**src/rtl/stream_rr_arbiter.sv**
```systemverilog
// stream_rr_arbiter: round-robin burst arbiter that merges N valid/ready byte
// streams onto one registered output stream tagged with the source channel.
//
// state  | meaning
// -------+---------------------------------------------------------------
// IDLE   | arbitration bubble; picks the next requester after 'last'
// GRANT  | channel g owns the output until BL beats or a requester gap
module stream_rr_arbiter #(
  parameter int N  = 4,
  parameter int CW = 2,
  parameter int DW = 8,
  parameter int BL = 16
) (
  input  logic            clk,
  input  logic            rstn,
  output logic [N-1:0]    i_tready,
  input  logic [N-1:0]    i_tvalid,
  input  logic [N*DW-1:0] i_tdata,
  input  logic            o_tready,
  output logic            o_tvalid,
  output logic [DW-1:0]   o_tdata,
  output logic [CW-1:0]   o_tid
);

  localparam int BW = $clog2(BL + 1);

  typedef enum logic {
    S_IDLE  = 1'b0,
    S_GRANT = 1'b1
  } state_t;

  state_t          state;
  logic [CW-1:0]   g;
  logic [CW-1:0]   last;
  logic [BW-1:0]   cnt;
  logic [BW-1:0]   cnt_inc;
  logic            load;
  logic            xfer;
  logic            gap;
  logic            req_any;
  logic            found;
  logic [CW-1:0]   nxt;
  logic [DW-1:0]   sel_data;

  // The output register can take a new beat when empty or being drained.
  assign load     = ~o_tvalid | o_tready;
  assign xfer     = (state == S_GRANT) & load & i_tvalid[g];
  assign gap      = (state == S_GRANT) & load & ~i_tvalid[g];
  assign cnt_inc  = cnt + BW'(1);
  assign req_any  = |i_tvalid;
  assign sel_data = i_tdata[int'(g)*DW +: DW];

  // Ready goes only to the granted channel and never looks at i_tvalid.
  always_comb begin
    i_tready = '0;
    if ((state == S_GRANT) && load) begin
      i_tready[g] = 1'b1;
    end
  end

  // Round-robin search starting just after the last served channel.
  always_comb begin
    nxt   = last;
    found = 1'b0;
    for (int i = 1; i <= N; i++) begin
      if (!found && i_tvalid[(int'(last) + i) % N]) begin
        nxt   = CW'((int'(last) + i) % N);
        found = 1'b1;
      end
    end
  end

  // Grant FSM: burst counter and last-served pointer.
  always_ff @(posedge clk or negedge rstn) begin
    if (!rstn) begin
      state <= S_IDLE;
      g     <= '0;
      last  <= CW'(N - 1);
      cnt   <= '0;
    end else begin
      case (state)
        S_IDLE: begin
          if (req_any) begin
            g     <= nxt;
            cnt   <= '0;
            state <= S_GRANT;
          end
        end
        S_GRANT: begin
          if (xfer) begin
            cnt <= cnt_inc;
            if (cnt_inc == BW'(BL)) begin
              state <= S_IDLE;
              last  <= g;
            end
          end else if (gap) begin
            state <= S_IDLE;
            last  <= g;
          end
        end
        default: state <= S_IDLE;
      endcase
    end
  end

  // Single output register; data and id hold while stalled.
  always_ff @(posedge clk or negedge rstn) begin
    if (!rstn) begin
      o_tvalid <= 1'b0;
      o_tdata  <= '0;
      o_tid    <= '0;
    end else if (xfer) begin
      o_tvalid <= 1'b1;
      o_tdata  <= sel_data;
      o_tid    <= g;
    end else if (o_tready) begin
      o_tvalid <= 1'b0;
    end
  end

endmodule
```
**config.mk**
```make
export PLATFORM = sky130hd
export DESIGN_NAME = stream_rr_arbiter
export DESIGN_NICKNAME = d
export VERILOG_FILES = /design/src/rtl/stream_rr_arbiter.sv
export SDC_FILE = /design/constraint.sdc
export NUM_CORES = 1
export LEC_CHECK = 0
export CAP_MARGIN = 20
export CORE_UTILIZATION = 44
export CTS_CLUSTER_DIAMETER = 200
export DETAILED_ROUTE_END_ITERATION = 7
export PLACE_DENSITY = 0.8
export SLEW_MARGIN = 10
export SYNTH_ARGS = -nofsm -noshare
export SYNTH_HDL_FRONTEND = slang
export SYNTH_SLANG_ARGS = --single-unit
```
**constraint.sdc**
```tcl
create_clock -name clk -period 2.15 [get_ports clk]
set_clock_uncertainty 0.2 [all_clocks]
set_input_delay 0.215 -clock clk [delete_from_list [all_inputs] [get_ports clk]]
set_output_delay 0.215 -clock clk [all_outputs]
set_load 0.005 [all_outputs]
```
Word level (Yosys, flattened, before mapping)
Cells that the tools add are included.

Register bits after elaboration: 21. Word-level logic and storage cells: 89. Output and inout port bits: 15. Input port bits: 39.

Shift-type cells: 1. Equal/unequal tests: 4. Magnitude comparators: 6. $add $sub $neg: 5. Bitwise gates (word level): 11. Mux-type cells: 37. Reduce and logical (&&, ||, !) cells: 18.

Operator list (count): $shiftx A32 B6 Y8 (1); $mux W1 (19); $lt A3 B4 Y1 const B (4); $mux W2 (7); $bmux W1 S2 (5); $mux W5 (2); $pmux W5 S2 (1); $reduce_or A2 Y1 (4); $add A5 B1 Y5 const B (1); $eq A5 B5 Y1 const B (1); $logic_and A1 B1 Y1 (5); $add A2 B1 Y2 const B (2); $add A2 B2 Y2 const B (2); $and A1 B1 Y1 const A (4); $mux W4 (1); $ne A2 B1 Y1 const B (2); $reduce_and A2 Y1 (2); $reduce_bool A2 Y1 (2); $reduce_or A4 Y1 (1); $and A1 B1 Y1 (3); $logic_not A1 Y1 (3); $lt A2 B3 Y1 const B (1); $not A1 Y1 (3); $reduce_and A3 Y1 (1); other kinds (5) (5).

Depth between registers and ports, before layout
Depth after elaboration: 16. Depth in mapped cells: 6. Mapped depth without buffers: 5.

Least setup slack after synthesis
No wires, ideal clock.

Kind: register to register. Start point: register g[0]. End point: register o_tdata[5]. Cell stages (with the launch flop): 6. Slack: 0.211 ns. Library setup time: 0.125 ns. Buffers on the path: 2. Data required time: 1.825 ns. Arrival time: 1.614 ns. Cell sequence: dfrtp_1 > buf_6 > mux4_2 > nand3_4 > buf_8 > mux2_4.

Longest elaborated chain between the ends: 3. Elaborated cells between the ends (all ways): 4. Those cells by class: shift (1); mux (2); bitwise (1).

Ends and longest elaborated chain: start, declared (RTL line 33) `logic [CW-1:0] g;`; start signal, assigned (RTL line 84) `g <= nxt;`; parallel branches: the longest is 3 deep, another holds $shiftx A32 B6 Y8; end signal, assigned (RTL line 114) `o_tdata <= sel_data;`; end, declared (RTL line 21) `output logic [DW-1:0] o_tdata,`.

Parallel ways; which one is timed is not known. The select of a mux whose other input is x is not followed. A chain may end at the register's enable or synchronous reset.

Worst setup path after layout
Start point: register g[0]. End point: output i_tready[3].

Longest elaborated chain between the ends: 5. Elaborated cells between the ends (all ways): 6. Those cells by class: order compare (2); mux (3); reduce/logical (1).

Ends and longest elaborated chain: $lt A2 B3 Y1 (not written as such) / $ge A2 B1 Y1 (equally long branches) (RTL line 57) `i_tready[g] = 1'b1;`; $logic_and A1 B1 Y1 (not written as such) (RTL line 57); $mux W1 (not written as such) (RTL line 57); $demux W1 S2 (*) (RTL line 57); $mux W4 (*) (RTL line 56) `if ((state == S_GRANT) && load) begin`; end, declared (RTL line 16) `output logic [N-1:0] i_tready,`.

Every way passes the cells marked *; elsewhere a longest branch is shown, timed or not.

==> results.yml <==
outcome:
  status: "completed"
clocking:
  cts_tree: "yes"
  htree_levels: 1
  clk_pin_slew_worst_paths_ns: 0.13
  clock_sinks: 21
  cts-root-buf: "clkbuf_4"
  clockBufferDepth: 2
  numCtsBuffers: 3
  clk_latency_ns: 0.32
  hold_buffers: 0
pwr:
  leakagePower_nw: 0.970
  ir_worst_vdd_v: 0.000623
  power_mw: 2.83
  powerDensity_mw_per_mm2: 1280
synthesis:
  syn-instance-count: 119
  yosys-mux-area-fraction_pct: 27.0
  synth_compound_area_share_pct: 11.7
  synth.avg_cell_area_sq_um: 11.8
  synthAdderAreaFrac_pct: 1.79
  synth_xor_area_share_pct: 0
  synth_top_family_by_area: "multiplexers"
  synth_seq_area_share_pct: 37.7
  async_flop_share_pct: 100
  syn-cell-area_sq_mm: 0.00140
  synthSimpleGateAreaFrac_pct: 17.2
  ys_ff_latch: 21
  synth-edff-count: 0
  yosys_warnings: 0
  yosysUniqueCellTypes: 41
  syn_nets: 160
  synthFlopType: "dfrtp_1"
  synth_top_area_cell: "dfrtp_1"
  ys_top_cells_by_area: "dfrtp_1 (34%), mux4_2 (8.0%), mux4_1 (7.5%), mux2_2 (6.4%), mux2_4 (4.3%)"
  synth_top_area_share_pct: 34.0
layout:
  multi_input_area_sq_um: 828
  seqCellArea_sq_um: 531
  drive_above_1_share_pct: 33.0
  layout_common_cells: "clkdlybuf4s50_1 (52), buf_4 (24), dfrtp_1 (17), mux2_2 (8), a21oi_1 (8)"
  fin_cells: 238
  final_nets: 236
  fin_area_sq_mm: 0.00221
  nFillCells: 223
  area_growth_pct: 57.7
  fin_util_pct: 72.9
  num_antenna_cells: 0
  layout_commonest_cell: "clkdlybuf4s50_1"
floorplanning:
  coreArea_sq_mm: 0.00303
  die_y_microns: 58.4
  io_pins: 54
  start_util_pct: 46.2
  die_w_microns: 58.4
  rows: 20
  die_area_sq_mm: 0.00341
detailed_routing:
  vias: 1295
  post-route-drc-count: 0
  firstDrtPassIters: 4
  drt-initial-drc-count: 54
  wirelength_microns: 3970
  wl_per_cell_microns: 16.7
  viasPerCell: 5.44
  ant_nets: 0
setup_path:
  cp_slowest_stage_delay_ns: 0.49
  path_buf_inv: 2
  critPathSlowestCell: "clkdlybuf4s50_1"
  critPathLaunchType: "register"
  worstReg2RegEnd: "last[0]"
  arrival_ns: 1.68
  end_kind: "primary output"
  crit_chain: "buf_12, and3_1, and2_1, clkdlybuf4s50_1"
  cp.depth: 4
  required_ns: 1.74
  path_max_fanout: 8
  r2r-start: "g[0]"
  crit_family: "buffers and inverters"
  critPathKind: "reg2out"
  worst-r2r-setup-slack_ns: 0.09
  r2r_cells: 6
min_path:
  hold_path.class: "in2async"
timing:
  worst-slew-pin-transition_ns: 0.650
  maxSlewHeadroom_pct: 56.1
  fmax_mhz: 478
  setup_violations: 0
  worst_slack_ns: 0.0569
  rsz0062_at_grt: "false"
  finalMaxSlewViolations: 0
  period_needed_ns: 2.09
  whs_ns: 0.0215
  hold_violations: 0
  setup_tns_ns: 0
  period_share_pct: 97.4
global_route:
  grt_pass1_wl_microns: 6340
  antenna_found_initial: 0
  grt_pass1_vias: 1377
  grt_overflow: 0
  grt_use_total_pct: 25.3
  grt_max_degree: 22
placed_design:
  gp_congestion: 0.828
  dp_hpwl_microns: 2830
  dpl_cell_area_sq_mm: 0.00208
  pre_cts_slack_ns: -0.0460
  portBuffers: 53
  dp_cells: 226
flow_run:
  max_cap_violations: 0
-- cells by family (layout without fill, tap and decap cells) --
| group | Yosys count | after routing |
|---|---|---|
| and+or+nand+nor | 41 | 41 |
| adders and majority gates | 2 | 2 |
| buffers and inverters | 11 | 86 |
| AOI/OAI and AO/OA | 22 | 22 |
| muxes | 22 | 22 |
| DFF | 21 | 21 |
-- sequential cells by signal, indices dropped and copies added (netlist names) --
register,flops
o_tdata,8
cnt,5
g,2
last,2
o_tid,2
o_tvalid,1
state,1
-- cell type report --
| cell class | count | area share (%) |
|---|---|---|
| clock inverter | 1 | 0.340 |
| clock buffer | 3 | 1.02 |
| multi-input combinational | 87 | 37.5 |
| sequential | 21 | 24.0 |
| timing repair buffer | 79 | 34.1 |
| tap | 44 | 2.49 |
| inverter | 3 | 0.510 |
-- where the power goes --
part | internal, mW | switching, mW
combinational | 1.15 | 0.723
sequential | 0.594 | 0.152
clock | 0.0711 | 0.140
total | 1.81 | 1.01
-- synth_stat cells (2+ instances only) --
cell and n:
mux4_2 5, dfstp_2 2, nand3b_1 2, nand3_1 6
a21o_1 3, nor3_1 3, mux4_1 4, nand2_1 7
mux2_4 4, nor2_1 5, and3_1 2, or2_2 2
nor3b_1 3, clkbuf_1 3, ha_1 2, nand2b_1 4
mux2_2 8, dfrtp_1 19, inv_1 3, buf_2 3
a21oi_1 8, a221oi_2 2
-- worst reg2reg max path: cells and delay by family, from the launching register on --
kind	cells	cell delay, ns
mux	1	0.53
buf+inv	2	0.33
compound gates	2	0.33
simple gates	1	0.16
flops	1	0.42
-- per-layer routing --
layer / part of all wire (%) / global-route usage (%) / vias to the layer above
li1: - / - / 599
met1: 41 / 28.2 / 637
met2: 51 / 46.5 / 44
met3: 3.7 / 2.64 / 15
met4: 3.8 / 15.0 / 0
met5: 0 / 0 / -
-- repair_timing --
| action | CTS | global route |
|---|---|---|
| pin swaps | 0 | 1 |
| setup buffers | 2 | 6 |
| hold endpoints to repair | 0 | 0 |
| setup endpoints to repair | 4 | 3 |
| gates resized for setup | 6 | 4 |
-- worst max path at each step --
stage | from | to | slack (ns)
6_report | g[0] | i_tready[3] | 0.06
5_1_grt | g[0] | i_tready[3] | 0.0005
3_5_place_dp | o_tready | i_tready[0] | -0.05
2_1_floorplan | g[0] | o_tdata[5] | 0.21
3_3_place_gp | o_tready | i_tready[2] | -0.005
4_1_cts | g[0] | i_tready[3] | 0.01
Power figures use the tool's default switching activity.
